$ cat config.mk
export PLATFORM = sky130hd
export DESIGN_NAME = i2c_wb_sequencer
export DESIGN_NICKNAME = d
export VERILOG_FILES = /design/src/rtl/i2c_seq_pkg.sv /design/src/rtl/i2c_seq_wb_xfer.sv /design/src/rtl/i2c_wb_sequencer.sv
export SDC_FILE = /design/constraint.sdc
export NUM_CORES = 1
export LEC_CHECK = 0
export BUFFER_PORTS_ARGS = -buffer_cell sky130_fd_sc_hd__buf_2
export CAP_MARGIN = 10
export CELL_PAD_IN_SITES_DETAIL_PLACEMENT = 1
export CELL_PAD_IN_SITES_GLOBAL_PLACEMENT = 2
export CORE_ASPECT_RATIO = 1.25
export CORE_MARGIN = 2
export CORE_UTILIZATION = 40
export CTS_BUF_LIST = sky130_fd_sc_hd__clkbuf_8
export CTS_CLUSTER_DIAMETER = 100
export DETAILED_ROUTE_END_ITERATION = 16
export GPL_ROUTABILITY_DRIVEN = 0
export MAX_ROUTING_LAYER = met4
export PLACE_DENSITY_LB_ADDON = 0.1
export SLEW_MARGIN = 25
export SYNTH_ARGS = -nofsm -noshare
export SYNTH_HDL_FRONTEND = slang
export SYNTH_SLANG_ARGS = --single-unit
$ cat constraint.sdc
create_clock -name wb_clk_i -period 4.6 [get_ports wb_clk_i]
set_clock_uncertainty 0.15 [all_clocks]
set_input_delay 0.46 -clock wb_clk_i [delete_from_list [all_inputs] [get_ports wb_clk_i]]
set_output_delay 0.46 -clock wb_clk_i [all_outputs]
set_load 0.01 [all_outputs]
$ cat src/rtl/i2c_seq_pkg.sv
// Shared constants and types for the I2C master-core WISHBONE sequencer.
package i2c_seq_pkg;

   // Core register map
   localparam logic [2:0] REG_PRERLO  = 3'd0;
   localparam logic [2:0] REG_PRERHI  = 3'd1;
   localparam logic [2:0] REG_CTR     = 3'd2;
   localparam logic [2:0] REG_TXR_RXR = 3'd3;
   localparam logic [2:0] REG_CR_SR   = 3'd4;

   // Command register bits
   localparam int CR_STA  = 7;
   localparam int CR_STO  = 6;
   localparam int CR_RD   = 5;
   localparam int CR_WR   = 4;
   localparam int CR_ACK  = 3;
   localparam int CR_IACK = 0;

   // Status register bits
   localparam int SR_RXACK = 7;
   localparam int SR_BUSY  = 6;
   localparam int SR_AL    = 5;
   localparam int SR_TIP   = 1;
   localparam int SR_IF    = 0;

   // Control register: core enabled, interrupt disabled
   localparam logic [7:0] CTR_INIT = 8'h80;

   typedef enum logic [3:0] {
      S_INIT_LO, S_INIT_HI, S_INIT_CTR, S_IDLE,
      S_ADDR_TXR, S_ADDR_CR, S_POLL,
      S_WR_WAIT, S_WR_TXR, S_WR_CR,
      S_RD_CR, S_RD_RXR, S_RD_OUT, S_STOP
   } state_e;

   typedef enum logic [1:0] {
      STAT_OK       = 2'b00,
      STAT_NACK     = 2'b01,
      STAT_ARB_LOST = 2'b10,
      STAT_TIMEOUT  = 2'b11
   } status_e;

   // Which command the current SR poll is waiting on
   typedef enum logic [1:0] {PH_ADDR, PH_WR, PH_RD, PH_STOP} phase_e;

   // Single-bit mask for a CR/SR bit position
   function automatic logic [7:0] bit8(input int n);
      return 8'h01 << n;
   endfunction

endpackage

$ cat src/rtl/i2c_seq_wb_xfer.sv
// Single-access WISHBONE master engine: one start pulse -> one registered
// bus cycle held until ack, read data captured on ack, fin pulses once.
module i2c_seq_wb_xfer (
   input  logic       wb_clk_i,
   input  logic       arst_i,
   input  logic       start,
   input  logic       we,
   input  logic [2:0] adr,
   input  logic [7:0] wdat,
   output logic       busy,
   output logic [7:0] rdat,
   output logic       fin,
   output logic [2:0] wbm_adr_o,
   output logic [7:0] wbm_dat_o,
   input  logic [7:0] wbm_dat_i,
   output logic       wbm_we_o,
   output logic       wbm_stb_o,
   output logic       wbm_cyc_o,
   input  logic       wbm_ack_i
);

   logic       cyc_reg;
   logic       we_reg;
   logic [2:0] adr_reg;
   logic [7:0] dat_reg;
   logic [7:0] rdat_reg;
   logic       fin_reg;

   // Launch on start, hold everything until ack, then release the bus for at least a cycle
   always_ff @(posedge wb_clk_i or posedge arst_i) begin
      if (arst_i) begin
         cyc_reg  <= 1'b0;
         we_reg   <= 1'b0;
         adr_reg  <= '0;
         dat_reg  <= '0;
         rdat_reg <= '0;
         fin_reg  <= 1'b0;
      end else begin
         fin_reg <= 1'b0;
         if (cyc_reg) begin
            if (wbm_ack_i) begin
               cyc_reg  <= 1'b0;
               we_reg   <= 1'b0;
               adr_reg  <= '0;
               dat_reg  <= '0;
               rdat_reg <= wbm_dat_i;
               fin_reg  <= 1'b1;
            end
         end else if (start) begin
            cyc_reg <= 1'b1;
            we_reg  <= we;
            adr_reg <= adr;
            dat_reg <= we ? wdat : 8'h00;
         end
      end
   end

   assign busy      = cyc_reg;
   assign rdat      = rdat_reg;
   assign fin       = fin_reg;
   assign wbm_cyc_o = cyc_reg;
   assign wbm_stb_o = cyc_reg;
   assign wbm_we_o  = we_reg;
   assign wbm_adr_o = adr_reg;
   assign wbm_dat_o = dat_reg;

endmodule

$ cat src/rtl/i2c_wb_sequencer.sv
// Turns a (slave address, direction, length) request into the I2C master
// core's register-access sequence, streaming bytes over valid/ready.
module i2c_wb_sequencer
   import i2c_seq_pkg::*;
#(
   parameter logic [15:0] PRESCALE     = 16'd99,
   parameter int          MAX_LEN      = 16,
   parameter logic [15:0] POLL_TIMEOUT = 16'hFFFF,
   localparam int         LW           = $clog2(MAX_LEN + 1)
) (
   input  logic          wb_clk_i,
   input  logic          arst_i,
   input  logic          req_valid,
   output logic          req_ready,
   input  logic [6:0]    req_addr,
   input  logic          req_rnw,
   input  logic [LW-1:0] req_len,
   input  logic [7:0]    wr_data,
   input  logic          wr_valid,
   output logic          wr_ready,
   output logic [7:0]    rd_data,
   output logic          rd_valid,
   input  logic          rd_ready,
   output logic          done,
   output logic [1:0]    status,
   output logic [2:0]    wbm_adr_o,
   output logic [7:0]    wbm_dat_o,
   input  logic [7:0]    wbm_dat_i,
   output logic          wbm_we_o,
   output logic          wbm_stb_o,
   output logic          wbm_cyc_o,
   input  logic          wbm_ack_i
);

   state_e        state_reg;
   phase_e        phase_reg;
   status_e       status_reg, stop_status_reg;
   logic          pend_reg, start_reg;
   logic [6:0]    addr_reg;
   logic          rnw_reg;
   logic [LW-1:0] cnt_reg;
   logic [7:0]    data_reg, rd_data_reg;
   logic [15:0]   poll_cnt_reg;
   logic          req_ready_reg, wr_ready_reg, rd_valid_reg, done_reg;

   logic          acc_req, acc_we;
   logic [2:0]    acc_adr;
   logic [7:0]    acc_wdat;
   logic          x_busy, x_fin;
   logic [7:0]    x_rdat;
   logic          poll_finish;
   status_e       poll_stat;
   state_e        poll_next;

   i2c_seq_wb_xfer u_xfer (
      .wb_clk_i (wb_clk_i),  .arst_i (arst_i),
      .start    (start_reg), .we     (acc_we),   .adr (acc_adr), .wdat (acc_wdat),
      .busy     (x_busy),    .rdat   (x_rdat),   .fin (x_fin),
      .wbm_adr_o(wbm_adr_o), .wbm_dat_o(wbm_dat_o), .wbm_dat_i(wbm_dat_i),
      .wbm_we_o (wbm_we_o),  .wbm_stb_o(wbm_stb_o), .wbm_cyc_o(wbm_cyc_o),
      .wbm_ack_i(wbm_ack_i)
   );

   // Register access implied by each state (held stable while the access is pending)
   always_comb begin
      acc_req  = 1'b1;
      acc_we   = 1'b1;
      acc_adr  = REG_CR_SR;
      acc_wdat = 8'h00;
      case (state_reg)
         S_INIT_LO:  begin acc_adr = REG_PRERLO;  acc_wdat = PRESCALE[7:0];  end
         S_INIT_HI:  begin acc_adr = REG_PRERHI;  acc_wdat = PRESCALE[15:8]; end
         S_INIT_CTR: begin acc_adr = REG_CTR;     acc_wdat = CTR_INIT;       end
         S_ADDR_TXR: begin acc_adr = REG_TXR_RXR; acc_wdat = {addr_reg, rnw_reg}; end
         S_ADDR_CR:  acc_wdat = bit8(CR_STA) | bit8(CR_WR) | ((cnt_reg == '0) ? bit8(CR_STO) : 8'h00);
         S_POLL:     acc_we   = 1'b0;
         S_WR_TXR:   begin acc_adr = REG_TXR_RXR; acc_wdat = data_reg; end
         S_WR_CR:    acc_wdat = bit8(CR_WR) | ((cnt_reg == LW'(1)) ? bit8(CR_STO) : 8'h00);
         S_RD_CR:    acc_wdat = bit8(CR_RD) |
                                ((cnt_reg == LW'(1)) ? (bit8(CR_ACK) | bit8(CR_STO)) : 8'h00);
         S_RD_RXR:   begin acc_we = 1'b0; acc_adr = REG_TXR_RXR; end
         S_STOP:     acc_wdat = bit8(CR_STO);
         default:    acc_req  = 1'b0;
      endcase
   end

   // Decision taken when an SR read completes; a NACK on a command that already carried STO ends directly
   always_comb begin
      poll_finish = 1'b0;
      poll_stat   = STAT_OK;
      poll_next   = S_POLL;
      if (x_rdat[SR_AL]) begin
         poll_finish = 1'b1;
         poll_stat   = STAT_ARB_LOST;
      end else if (x_rdat[SR_TIP]) begin
         if (poll_cnt_reg == POLL_TIMEOUT - 16'd1) begin
            poll_next = S_STOP;
            poll_stat = STAT_TIMEOUT;
         end
      end else begin
         case (phase_reg)
            PH_ADDR, PH_WR: begin
               if (x_rdat[SR_RXACK]) begin
                  poll_stat = STAT_NACK;
                  if (cnt_reg == '0) poll_finish = 1'b1;
                  else               poll_next   = S_STOP;
               end else if (cnt_reg == '0) poll_finish = 1'b1;
               else if (phase_reg == PH_ADDR && rnw_reg) poll_next = S_RD_CR;
               else poll_next = S_WR_WAIT;
            end
            PH_RD:   poll_next = S_RD_RXR;
            default: begin
               poll_finish = 1'b1;
               poll_stat   = stop_status_reg;
            end
         endcase
      end
   end

   // Main sequencer FSM with registered handshake and status outputs
   always_ff @(posedge wb_clk_i or posedge arst_i) begin
      if (arst_i) begin
         state_reg       <= S_INIT_LO;
         phase_reg       <= PH_ADDR;
         status_reg      <= STAT_OK;
         stop_status_reg <= STAT_OK;
         pend_reg        <= 1'b0;
         start_reg       <= 1'b0;
         addr_reg        <= '0;
         rnw_reg         <= 1'b0;
         cnt_reg         <= '0;
         data_reg        <= '0;
         rd_data_reg     <= '0;
         poll_cnt_reg    <= '0;
         req_ready_reg   <= 1'b0;
         wr_ready_reg    <= 1'b0;
         rd_valid_reg    <= 1'b0;
         done_reg        <= 1'b0;
      end else begin
         start_reg    <= 1'b0;
         done_reg     <= 1'b0;
         wr_ready_reg <= 1'b0;
         if (state_reg != S_POLL) poll_cnt_reg <= '0;
         if (acc_req && !pend_reg && !x_busy) begin
            start_reg <= 1'b1;
            pend_reg  <= 1'b1;
         end
         if (x_fin) pend_reg <= 1'b0;

         case (state_reg)
            S_INIT_LO:  if (x_fin) state_reg <= S_INIT_HI;
            S_INIT_HI:  if (x_fin) state_reg <= S_INIT_CTR;
            S_INIT_CTR: if (x_fin) begin
               state_reg     <= S_IDLE;
               req_ready_reg <= 1'b1;
            end
            S_IDLE: if (req_valid) begin
               addr_reg      <= req_addr;
               rnw_reg       <= req_rnw;
               cnt_reg       <= (req_len > LW'(MAX_LEN)) ? LW'(MAX_LEN) : req_len;
               phase_reg     <= PH_ADDR;
               req_ready_reg <= 1'b0;
               state_reg     <= S_ADDR_TXR;
            end
            S_ADDR_TXR: if (x_fin) state_reg <= S_ADDR_CR;
            S_ADDR_CR:  if (x_fin) state_reg <= S_POLL;
            S_POLL: if (x_fin) begin
               if (poll_finish) begin
                  done_reg      <= 1'b1;
                  status_reg    <= poll_stat;
                  req_ready_reg <= 1'b1;
                  state_reg     <= S_IDLE;
               end else begin
                  state_reg       <= poll_next;
                  stop_status_reg <= poll_stat;
                  if (poll_next == S_POLL) poll_cnt_reg <= poll_cnt_reg + 16'd1;
               end
            end
            S_WR_WAIT: if (wr_valid) begin
               data_reg     <= wr_data;
               wr_ready_reg <= 1'b1;
               state_reg    <= S_WR_TXR;
            end
            S_WR_TXR: if (x_fin) state_reg <= S_WR_CR;
            S_WR_CR, S_RD_CR: if (x_fin) begin
               cnt_reg   <= cnt_reg - LW'(1);
               phase_reg <= (state_reg == S_WR_CR) ? PH_WR : PH_RD;
               state_reg <= S_POLL;
            end
            S_RD_RXR: if (x_fin) begin
               rd_data_reg  <= x_rdat;
               rd_valid_reg <= 1'b1;
               state_reg    <= S_RD_OUT;
            end
            S_RD_OUT: if (rd_ready) begin
               rd_valid_reg <= 1'b0;
               if (cnt_reg == '0) begin
                  done_reg      <= 1'b1;
                  status_reg    <= STAT_OK;
                  req_ready_reg <= 1'b1;
                  state_reg     <= S_IDLE;
               end else begin
                  state_reg <= S_RD_CR;
               end
            end
            S_STOP: if (x_fin) begin
               if (stop_status_reg == STAT_TIMEOUT) begin
                  done_reg      <= 1'b1;
                  status_reg    <= STAT_TIMEOUT;
                  req_ready_reg <= 1'b1;
                  state_reg     <= S_IDLE;
               end else begin
                  phase_reg <= PH_STOP;
                  state_reg <= S_POLL;
               end
            end
            default: state_reg <= S_INIT_LO;
         endcase
      end
   end

   assign req_ready = req_ready_reg;
   assign wr_ready  = wr_ready_reg;
   assign rd_data   = rd_data_reg;
   assign rd_valid  = rd_valid_reg;
   assign done      = done_reg;
   assign status    = status_reg;

endmodule

Yosys cells after proc, flatten, opt, wreduce, memory -nomap -nowiden
Index checks and enable logic that the tools add are counted.
{"block": "totals", "register_bits": 83, "output_inout_bits": 28}
{"block": "op_classes", "n_addsub": 2, "n_lt_le_gt_ge": 1, "eq_ne": 38, "muxes": 99, "bitwise_logic": 1, "n_reduce_logical": 33}
{"cell": "$mux 4", "count": 21}
{"cell": "$mux 16", "count": 5}
{"cell": "$pmux 8 s8", "count": 1}
{"cell": "$pmux 4 s12", "count": 1}
{"cell": "$mux 1", "count": 33}
{"cell": "$mux 8", "count": 4}
{"cell": "$mux 2", "count": 14}
{"cell": "$eq 4x4->1 const B", "count": 6}
{"cell": "$mux 7", "count": 3}
{"cell": "$eq 4x3->1 const B", "count": 5}
{"cell": "$ne 2x1->1 const B", "count": 10}
{"cell": "$add 16x1->16 const B", "count": 1}
{"cell": "$eq 16x16->1 const B", "count": 1}
{"cell": "$ne 2x2->1 const B", "count": 8}
{"cell": "$mux 5", "count": 3}
{"cell": "$mux 3", "count": 4}
{"cell": "$pmux 2 s3", "count": 2}
{"cell": "$pmux 3 s4", "count": 1}
{"cell": "$reduce_and 12->1", "count": 1}
{"cell": "$reduce_or 11->1", "count": 1}
{"cell": "$pmux 5 s2", "count": 1}
{"cell": "$reduce_and 2->1", "count": 5}
{"cell": "$reduce_and 3->1", "count": 3}
{"cell": "$reduce_and 9->1", "count": 1}
{"cell": "26 further kinds", "count": 39}

Logic depth before layout (Yosys ltp)
Gate-level depths: netlist (run 1).
{"block": "logic_depth", "word_depth": 13, "depth_mapped": 8, "depth_no_buf": 7}

Hierarchy
Synthesis (run 1) repeated with hierarchy kept, for this count alone.
{"block": "unflattened", "cells_unflattened": 461, "hier_area_um2": 4619.4}
{"mod": "i2c_wb_sequencer", "n_inst": 1, "cells_each": 394, "area_each_um2": 3664.8, "seq_area_each_um2": 1526.5}
{"mod": "i2c_seq_wb_xfer", "n_inst": 1, "cells_each": 67, "area_each_um2": 954.7, "seq_area_each_um2": 550.5}

Least setup slack after synthesis (run 1)
No wires, ideal clock.
{"block": "synth_timing", "kind": "register to register", "startpoint": "register poll_cnt_reg[0]", "endpoint": "register status_reg[0], in the netlist status[0]", "arrival_ns": 1.878, "slack_ns": 2.506, "path_stages_with_launch": 9, "path_buffers": 1, "period_less_slack_ns": 2.094, "cell_sequence": "dfrtp_1 -> inv_1 -> ha_1 -> nand4_1 -> or4_1 -> buf_2 -> and2_4 -> o41ai_2 -> mux2_1"}
{"block": "synth_via", "elab_chain_len": 7}
{"item": "start: declaration", "line": "i2c_wb_sequencer.sv:43", "text": "logic [15:0] poll_cnt_reg;"}
{"item": "start signal: assignment", "line": "i2c_wb_sequencer.sv:176", "text": "if (poll_next == S_POLL) poll_cnt_reg <= poll_cnt_reg + 16'd1;"}
{"item": "$eq 16x16->1", "line": "i2c_wb_sequencer.sv:96", "text": "if (poll_cnt_reg == POLL_TIMEOUT - 16'd1) begin"}
{"item": "$mux 2", "line": "i2c_wb_sequencer.sv:96"}
{"item": "$mux 2", "line": "i2c_wb_sequencer.sv:95", "text": "end else if (x_rdat[SR_TIP]) begin"}
{"item": "$mux 2", "line": "i2c_wb_sequencer.sv:92", "text": "if (x_rdat[SR_AL]) begin"}
{"item": "$mux 2", "line": "i2c_wb_sequencer.sv:168", "text": "if (poll_finish) begin"}
{"item": "$mux 2", "line": "i2c_wb_sequencer.sv:167", "text": "S_POLL: if (x_fin) begin"}
{"item": "$pmux 2 s3", "line": "i2c_wb_sequencer.sv:150", "text": "case (state_reg)"}
{"item": "end signal: assignment", "line": "i2c_wb_sequencer.sv:170", "text": "status_reg <= poll_stat;"}
{"item": "end: declaration", "line": "i2c_wb_sequencer.sv:37", "text": "status_e status_reg, stop_status_reg;"}
No other way between the ends. The select of a mux whose other input is x is not followed.
A chain may end at the register's enable or synchronous reset.

Worst setup path in the final report (run 1)
{"block": "layout_timing", "startpoint": "register state_reg[1]", "endpoint": "register cnt_reg[2]"}
{"block": "layout_via", "elab_chain_len": 4, "word_cells_on_any_way": 9}
{"item": "start: declaration", "line": "i2c_wb_sequencer.sv:35", "text": "state_e state_reg;"}
{"item": "start signal: assignment", "line": "i2c_wb_sequencer.sv:174", "text": "state_reg <= poll_next;"}
{"item": "$eq 4x4->1", "line": "i2c_wb_sequencer.sv:150"}
{"item": "$reduce_or 2->1", "line": "i2c_wb_sequencer.sv:150"}
{"item": "$ne 2x1->1 (no line) / $reduce_bool 2->1 (equally long branches)"}
{"item": "$reduce_and 3->1 (no line)"}
{"item": "end signal: assignment", "line": "i2c_wb_sequencer.sv:160", "text": "cnt_reg <= (req_len > LW'(MAX_LEN)) ? LW'(MAX_LEN) : req_len;"}
{"item": "end signal: assignment", "line": "i2c_wb_sequencer.sv:186", "text": "cnt_reg <= cnt_reg - LW'(1);"}
{"item": "end: declaration", "line": "i2c_wb_sequencer.sv:41", "text": "logic [LW-1:0] cnt_reg;"}
Several ways; a longest one is shown, not always the timed one.

==> flow_summary.toml, run 1 <==
[outcome]
status = "finished, final reports clean"

[drt]
vias_per_cell = 5.631
drc = 0
wl_per_cell_um = 18.10
drtIter0Drc = 161
ant_nets = 0
route.layer.met1.wl_um = 5077
totalWireLength_um = 11620
wl_met3_um = 363
vias = 3615
highest_layer = "met4"
drt_first_pass_iters = 4
wl_met2_um = 5939

[synth]
synth_area_sq_um = 4363
netlist.top_cell.by_area = "dfrtp_1"
postSynthAreaPerCell_sq_um = 9.653
yosysSeqAreaShare_pct = 47.61
ys_types = 58
synthTopCellsByArea = "dfrtp_1, mux2_2, nand2_1"
synth_common_cells = "dfrtp_1, nand2_1, nor2_1"
yosys_warnings = 0
ys_ff_latch = 83
ys.flop_type = "dfrtp_1"
synth_top_area_share_pct = 47.61
yosysMostFrequentCell = "dfrtp_1"
async_reset_ff_share_pct = 100.0
synthesis.nets = 492
synth-edff-count = 0
syn_inst = 452

[timing]
fmax_mhz = 354.1
finalCritPeriodShare_pct = 61.39
period_needed_ps = 2824
whs_ps = 46.71
rsz0062_at_grt = "no"
finalHoldViolations = 0
slew-limit-headroom_pct = 36.37
finalSetupTns_ps = 0
max_slew.worst_pin.slew_ps = 954.5
setup_ws_ps = 1776
drv_slew = 0
finalSetupViolations = 0

[floorplanning]
core-area_sq_um = 10620
fp.dieH_um = 120.8
initial_core_util_pct = 41.10
fp-row-count = 42
io_pins = 63
fp.dieW_um = 97.41
die_area_sq_um = 11760

[global_routing]
grt_first_pass_wirelength_um = 19690
grt_usage_pct = 21.34
grt_antenna_before_repair = 0
grt_pass1_vias = 3951
grt_max_degree = 54
overflow = 0

[finish]
syn_to_final_growth_pct = 14.63
fin_nets = 545
finalNonFillerCells = 642
fin_area_sq_um = 5001
drive_gt1_share_pct = 22.75
largest_reg_flops = 16
multi_input_area_sq_um = 2116
n_fill_cell = 1253
diodes = 0
layout.area.seq_sq_um = 2077

[power_and_ir_drop]
combPwrFrac_pct = 37.9
p_sw_share_pct = 39.91
leakagePower_nw = 2.303
power_frac_seq_pct = 42.4
pwr_density_cell_nw_per_um2 = 601.7
internal-power_mw = 1.808
pwr-share-clk_pct = 19.8
peakVddDrop_mv = 0.2519
power_switching_mw = 1.201

[place]
dp_hpwl_um = 8366
place_area_sq_um = 4775
place_inst = 626
portBuffers = 62
pre_cts_ws_ps = 1780

[critical_path]
worstPathArrival_ps = 2930
cp_max_fo = 33
cp-start-kind = "register"
path_class = "reg2reg"
crit_family = "compound AO/OA/AOI/OAI gates"
crit_top_cell = "o21ai_0"
path_buf_inv = 0
slowest_stage = "dfrtp_1"
cp.required_ps = 4700
worstPathCellList = "and3b_1 -> o21ai_0 -> a21oi_1 -> o21ai_0 -> a22o_1"
setup.worst_path.end_class = "register"
cpPeakStageDelay_ps = 980

[clock_network]
cts_hold_buf = 0
htree_levels = 3
cts_buffer_depth = 2
cts-root-buf = "clkbuf_8"
post_cts_resized = 0
cts_buffers = 9
cts_setup_buffers = 0
clock-sinks = 83
clk_pin_slew_worst_paths_ps = 90
clock_latency_ps = 360
cts_tree = "yes"

[run]
drv_cap = 0

[min_path]
hp-class = "in2async"
[worst reg2reg max path: cells and delay by family, from the launching register on]
family | cells | cell delay (ps)
flip-flops | 1 | 980
AND/OR/NAND/NOR | 1 | 310
AO/OA/AOI/OAI | 4 | 1280
[cell type report]
cell class | instances | area share [%]
clock buffer | 9 | 2.477
clock inverter | 7 | 2.027
inverter | 18 | 1.401
multi-input combinational | 326 | 42.31
sequential | 83 | 41.53
tap | 132 | 3.302
timing repair buffer | 67 | 6.955
[stage by stage]
| step | util (%) | total power, mW |
|---|---|---|
| global placement | 44.98 | 2.396 |
| CTS | 47.10 | 3.049 |
| finish | 47.11 | 3.009 |
| floorplan | - | 2.048 |
| global route | 47.11 | 3.250 |
| detailed placement | 44.98 | 2.443 |
[final timing paths]
path	startpoint	to	slack, ps	cells past startpoint
setup / recovery	state_reg[1]	cnt_reg[2]	1780	5
hold / removal	arst_i	u_xfer.wbm_adr_o[0]	50	2
setup reg to reg	state_reg[1]	cnt_reg[2]	1780	5
hold reg to reg	pend_reg	start_reg	320	1
max in group asynchronous	arst_i	phase_reg[1]	3390	3
min in group wb_clk_i	wr_data[5]	data_reg[5]	130	3
[kinds of logic after synthesis]
family	after synthesis	share of synthesized area [%]
AND/OR/NAND/NOR	176	20.96
flip-flops	83	47.61
AO/OA/AOI/OAI	99	15.17
adder cells (fa/ha/maj)	5	1.434
multiplexers	31	7.915
XOR/XNOR	15	3.011
buffers and inverters	43	3.900
[layout by cell type, fill, tap and decap left out, types with 11 or more instances in the layout]
cell type / synthesis / final
a21oi_1: 18 / 18
buf_2: 4 / 62
dfrtp_1: 83 / 83
inv_1: 18 / 17
mux2_2: 27 / 27
nand2_1: 48 / 48
nand3_1: 12 / 12
nor2_1: 38 / 38
nor2b_1: 11 / 11
o21ai_0: 31 / 31
[power by group through the flow]
stage | Combinational [mW] | Clock, mW | Sequential (mW)
floorplan | 0.859 | 0 | 1.19
global placement | 1.12 | 0 | 1.28
detailed placement | 1.15 | 0 | 1.29
CTS | 1.16 | 0.611 | 1.28
global route | 1.28 | 0.645 | 1.32
finish | 1.14 | 0.594 | 1.27
[per-layer routing]
metal  GRT usage [%]  vias up
li1                -     1720
met1           25.99     1810
met2           36.34       69
met3           3.237       16
met4           7.465        0
met5               -        -
No activity file was read; power rests on OpenSTA's default activity.
==> run 2, diff against run 1 <==
--- a/config.mk
+++ b/config.mk
@@ -5,13 +5,14 @@
 export SDC_FILE = /design/constraint.sdc
 export NUM_CORES = 1
 export LEC_CHECK = 0
+export ABC_AREA = 1
 export BUFFER_PORTS_ARGS = -buffer_cell sky130_fd_sc_hd__buf_2
 export CAP_MARGIN = 10
 export CELL_PAD_IN_SITES_DETAIL_PLACEMENT = 1
 export CELL_PAD_IN_SITES_GLOBAL_PLACEMENT = 2
 export CORE_ASPECT_RATIO = 1.25
 export CORE_MARGIN = 2
-export CORE_UTILIZATION = 40
+export CORE_UTILIZATION = 35
 export CTS_BUF_LIST = sky130_fd_sc_hd__clkbuf_8
 export CTS_CLUSTER_DIAMETER = 100
 export DETAILED_ROUTE_END_ITERATION = 16
==> constraint.sdc (replaced) <==
create_clock -name wb_clk_i -period 2.75 [get_ports wb_clk_i]
set_clock_uncertainty 0.15 [all_clocks]
set_input_delay 0.275 -clock wb_clk_i [delete_from_list [all_inputs] [get_ports wb_clk_i]]
set_output_delay 0.275 -clock wb_clk_i [all_outputs]
set_load 0.01 [all_outputs]
==> run 2 against run 1 <==
Utilization fell by 4.5 points; maximum frequency rose by 27%; combinational power rose by 91%; critical endpoint is now poll_cnt_reg[12]; highest routed layer unchanged; first-iteration DRC count fell by 16%; design area rose by 12%; clock-buffer cell count did not move; non-clock buffer count rose by 24; synthesized cell count rose by 35%.
==> flow_summary.toml, run 2 <==
[critical_path]
cp.required_ps = 2900
cpPeakStageDelay_ps = 410
worst-path-stages = 12
crit_top_cell = "inv_1"
crit_family = "simple AND/OR/NAND/NOR gates"
path_class = "reg2reg"
reg2reg_depth = 12
path_buf_inv = 3
cp-start-kind = "register"
worstPathArrival_ps = 2380
worstPathCellList = "inv_1 -> ha_1 -> inv_1 -> nor2_2 -> nand3_4 -> nand2_4 -> o21bai_4 -> nor2_8 -> nand3_1 -> nand2_1 -> inv_1 -> nor2_1"
slowest_stage = "dfrtp_1"
setup.worst_path.end_class = "register"
cp_max_fo = 31

[clock_network]
cts-root-buf = "clkbuf_8"
clock-sinks = 83
cts_setup_buffers = 0
htree_levels = 3
cts_buffer_depth = 2
cts_hold_buf = 25
clk_pin_slew_worst_paths_ps = 100
post_cts_resized = 0
cts_tree = "yes"
clock_latency_ps = 380
cts_buffers = 9

[timing]
finalSetupTns_ps = 0
period_needed_ps = 2227
setup_ws_ps = 522.7
fmax_mhz = 449.0
finalCritPeriodShare_pct = 80.99
drv_slew = 0
finalSetupViolations = 0
slew-limit-headroom_pct = 49.66
max_slew.worst_pin.slew_ps = 754.2
finalHoldViolations = 0
rsz0062_at_grt = "no"

[synth]
yosys_warnings = 0
synth_top_area_share_pct = 44.24
netlist.top_cell.by_area = "dfrtp_1"
ys_ff_latch = 83
synth_area_sq_um = 4695
postSynthAreaPerCell_sq_um = 7.709
synthesis.nets = 649
synthTopCellsByArea = "dfrtp_1, nand2_1, inv_1"
async_reset_ff_share_pct = 100.0
yosysMostFrequentCell = "nand2_1"
synth-edff-count = 0
syn_inst = 609
yosysSeqAreaShare_pct = 44.24
ys.flop_type = "dfrtp_1"
synth_common_cells = "nand2_1, dfrtp_1, inv_1"
ys_types = 43

[global_routing]
overflow = 0
grt_first_pass_wirelength_um = 23250
grt-busiest-layer = "met2"
grt_max_degree = 46
grtUsageMet3_pct = 3.327
gr-usage-met2_pct = 37.11
grt_usage_pct = 21.04
grt_antenna_before_repair = 0
met1_usage_pct = 24.80
grt_pass1_vias = 4620

[drt]
drc = 0
drt_first_pass_iters = 4
ant_nets = 0
vias_per_cell = 4.916
vias = 4272
totalWireLength_um = 13800
wl_per_cell_um = 15.88
drtIter0Drc = 135

[floorplanning]
fp-row-count = 47
fp.dieH_um = 133.5
core-area_sq_um = 13170
initial_core_util_pct = 35.64
io_pins = 63
die_area_sq_um = 14360
fp.dieW_um = 107.6

[place]
portBuffers = 62
dp_hpwl_um = 10310
pre_cts_ws_ps = 543.4

[power_and_ir_drop]
power_switching_mw = 2.326
pwr-share-clk_pct = 20.5
peakVddDrop_mv = 0.2916
power_frac_seq_pct = 37.4
pwr_density_cell_nw_per_um2 = 923.3
p_sw_share_pct = 44.92
leakagePower_nw = 2.717
combPwrFrac_pct = 42.2
internal-power_mw = 2.852

[finish]
largest_reg_flops = 16
mostFrequentLayoutCells = "nand2_1, dfrtp_1, inv_1"
drive_gt1_share_pct = 19.34
fin_nets = 733
final_common_cell = "nand2_1"
diodes = 0
syn_to_final_growth_pct = 19.46

[min_path]
hold_path_depth = 4
hp-class = "in2reg"

[run]
drv_cap = 0

[outcome]
status = "finished, final reports clean"
==> run 2: cell count changes after synthesis, sizes merged, moves of 8 or more <==
cell / previous run / this run
xor2: 8 / 0
o21ai: 31 / 40
clkbuf: 18 / 5
nand3: 12 / 54
inv: 18 / 80
and2: 8 / 0
mux2: 28 / 6
nand2: 48 / 179
nor2: 38 / 74
nand4: 10 / 20
nor2b: 11 / 0
==> run 2: kinds of logic (layout without fill, tap and decap cells) <==
group	after synthesis	after routing	synth area share, %
muxes	6	6	1.439
DFF	83	83	44.24
buffers and inverters	99	188	9.302
AOI/OAI and AO/OA	75	75	9.489
adders and majority gates	5	5	1.333
and+or+nand+nor	340	340	34.01
xor gates and xnor gates	1	1	0.1866
==> run 2: path summary, 6_finish.rpt <==
check,startpoint,to,slack (ps)
worst max-delay path,cnt_reg[0],poll_cnt_reg[12],520
worst min-delay path,rd_ready,rd_valid,70
worst max register to register,cnt_reg[0],poll_cnt_reg[12],520
worst min register to register,pend_reg,start_reg,300
max in group asynchronous,arst_i,pend_reg,1330
min in group asynchronous,arst_i,done,410
==> run 2: final cells by class <==
cell class / instances / area, sq um
Fill cell: 1687 / 7565
Multi-Input combinational cell: 427 / 2181
Sequential cell: 83 / 2077
Timing Repair Buffer: 91 / 603.1
Inverter: 81 / 305.3
Tap cell: 171 / 214.0
Clock buffer: 9 / 123.9
Clock inverter: 7 / 103.9
==> run 2: per-layer routing <==
metal | vias up | wire (um)
li1 | 2129 | -
met1 | 2084 | 6080
met2 | 48 | 7276
met3 | 11 | 250
met4 | 0 | 195
met5 | - | 0
==> run 2: worst register-to-register path, delay by kind of cell (launching register included) <==
family,cells,cell delay [ps]
AND/OR/NAND/NOR,7,1100
AO/OA/AOI/OAI,1,100
flip-flops,1,410
adder cells (fa/ha/maj),1,170
buffers and inverters,3,230
==> run 2: power groups by stage <==
stage	sequential, mW	combinational [mW]	clock (mW)
2_1_floorplan	1.89	1.66	0
3_3_place_gp	1.95	2.13	0
3_5_place_dp	1.97	2.17	0
4_1_cts	1.95	2.21	1.09
5_1_grt	2.00	2.49	1.13
6_report	1.94	2.18	1.06
==> run 2: through the flow <==
| stage | cell area [sq um] | instances | util, % | hold WS [ps] | power, mW |
|---|---|---|---|---|---|
| CTS | 5608 | 869 | 42.57 | 65.41 | 5.246 |
| finish | 5608 | 869 | 42.57 | 68.70 | 5.178 |
| global route | 5608 | 869 | 42.57 | 103.1 | 5.613 |
| global placement | 5130 | 828 | 38.94 | 272.0 | 4.080 |
| floorplan | 4695 | 609 | - | 234.6 | 3.546 |
| detailed placement | 5130 | 828 | 38.94 | 287.5 | 4.139 |
==> run 3, diff against run 2 <==
==> constraint.sdc (replaced) <==
create_clock -name wb_clk_i -period 2.17 [get_ports wb_clk_i]
set_clock_uncertainty 0.15 [all_clocks]
set_input_delay 0.217 -clock wb_clk_i [delete_from_list [all_inputs] [get_ports wb_clk_i]]
set_output_delay 0.217 -clock wb_clk_i [all_outputs]
set_load 0.01 [all_outputs]
==> run 3 against run 2 <==
Clock-buffer cell count unchanged; maximum frequency increased by 9.5%; critical path depth decreased by 4; worst hold slack got worse by 37 ps; global-route usage increased by 1.0 points; clock power about the same; utilization increased by 1.3 points; first-iteration DRC count increased by 0.74%.
==> flow_summary.toml, run 3 (synthesized netlist as in run 2, its figures left out) <==
[clock_network]
htree_levels = 3
clock-sinks = 83
cts_buffers = 9
cts_tree = "yes"
cts-root-buf = "clkbuf_8"
clock_latency_ps = 380
cts_setup_buffers = 0
clk_pin_slew_worst_paths_ps = 100
cts_buffer_depth = 2

[finish]
mostFrequentLayoutCells = "nand2_1, dfrtp_1, inv_1"
n_fill_cell = 1666
drive_gt1_share_pct = 21.56
multi_input_area_sq_um = 2188
diodes = 0
layout.area.seq_sq_um = 2078
syn_to_final_growth_pct = 23.19
fin_area_sq_um = 5783
largest_reg_flops = 16
final_common_cell = "nand2_1"
fin_nets = 754

[global_routing]
overflow = 0
met1_usage_pct = 25.67
grt_pass1_vias = 4818
grtUsageMet3_pct = 3.033
grt_first_pass_wirelength_um = 24070
grt_max_degree = 39
grt_usage_pct = 22.04
grt-busiest-layer = "met2"
grt_antenna_before_repair = 0
gr-usage-met2_pct = 37.39

[critical_path]
cp.required_ps = 2310
cp_max_fo = 20
cp-start-kind = "register"
path_class = "reg2reg"
worstPathArrival_ps = 2180
setup.worst_path.end_class = "register"

[place]
place_area_sq_um = 5345
dp_hpwl_um = 10850
portBuffers = 62

[run]
drv_cap = 0

[floorplanning]
fp.dieH_um = 133.5
initial_core_util_pct = 35.64
core-area_sq_um = 13170
fp-row-count = 47
die_area_sq_um = 14360
fp.dieW_um = 107.6
io_pins = 63

[drt]
ant_nets = 0
drtIter0Drc = 136
wl_per_cell_um = 16.11
vias_per_cell = 4.984
drc = 0
vias = 4436
totalWireLength_um = 14340
drt_first_pass_iters = 4

[timing]
fmax_mhz = 491.6
finalHoldViolations = 0
finalCritPeriodShare_pct = 93.74
drv_slew = 0
slew-limit-headroom_pct = 59.59
period_needed_ps = 2034
finalSetupTns_ps = 0
max_slew.worst_pin.slew_ps = 604.9
rsz0062_at_grt = "no"
finalSetupViolations = 0

[power_and_ir_drop]
combPwrFrac_pct = 47.5
power_frac_seq_pct = 36.8
peakVddDrop_mv = 0.4568
pwr-share-clk_pct = 15.7
pwr_density_cell_nw_per_um2 = 1138
leakagePower_nw = 2.808
internal-power_mw = 3.593
power_switching_mw = 2.989
p_sw_share_pct = 45.41

[min_path]
hp-class = "in2reg"

[outcome]
status = "finished, final reports clean"
==> run 3: changes by cell type in the layout (fill, tap and decap cells not counted), moves of 2 or more <==
cell,change
buf_4,+15
buf_12,+5
inv_6,-4
clkinvlp_4,+3
bufinv_16,-2
inv_1,+2
==> run 3: per-stage QoR <==
step	hold WS, ps	util [%]	worst slack (ps)	cells	total power [mW]
floorplan	176.6	-	369.3	609	4.494
global placement	166.8	40.58	172.9	848	5.470
detailed placement	167.5	40.58	132.4	848	5.543
CTS	17.26	43.84	84.84	890	6.644
global route	34.96	43.90	1.725	890	7.132
finish	31.53	43.90	135.9	890	6.582
==> run 3: path summary, 6_finish.rpt <==
check                        startpoint               to  slack [ps]  cells after the start
max reg2reg                state_reg[0]     state_reg[3]         140                      8
min reg2reg                    pend_reg        start_reg         300                      1
min                          req_len[4]       cnt_reg[4]          30                      3
min in group asynchronous        arst_i  poll_cnt_reg[2]         300                      3
max in group asynchronous        arst_i       u_xfer.fin         960                      4
max                        state_reg[0]     state_reg[3]         140                      8
==> run 3: area by class of cell <==
type / instances / share of cell area (%)
Clock inverter: 7 / 0.7789
Clock buffer: 9 / 2.142
Tap cell: 171 / 3.700
Sequential cell: 83 / 35.94
Inverter: 81 / 5.322
Multi-Input combinational cell: 427 / 37.84
Timing Repair Buffer: 112 / 14.28
==> run 3: power groups by stage <==
stage                     clock network, mW  registers (mW)  logic (mW)
after floorplan                           0            2.39        2.10
after global placement                    0            2.44        3.03
after detailed placement                  0            2.46        3.09
after CTS                              1.07            2.43        3.14
after global routing                   1.14            2.49        3.50
final                                  1.03            2.43        3.12
==> run 3: metal layers <==
| metal | wire, um | share of wire, % |
|---|---|---|
| met1 | 6101 | 43 |
| met2 | 7373 | 51 |
| met3 | 373 | 2.6 |
| met4 | 487 | 3.4 |
| met5 | 0 | 0 |
==> run 3: critical path: stages, from the launching register on <==
cell	delay (ps)
dfrtp_1	520
inv_2	130
nand2_1	100
nor2_1	300
buf_4	350
nand3_1	150
nand2_1	80
nand2_1	50
o21ai_0	110
==> run 3: timing repair <==
action | in CTS | in global routing
setup endpoints to repair | 0 | 13
resized for setup | 0 | 3
hold endpoints to repair | 45 | 0
hold buffers | 26 | 0
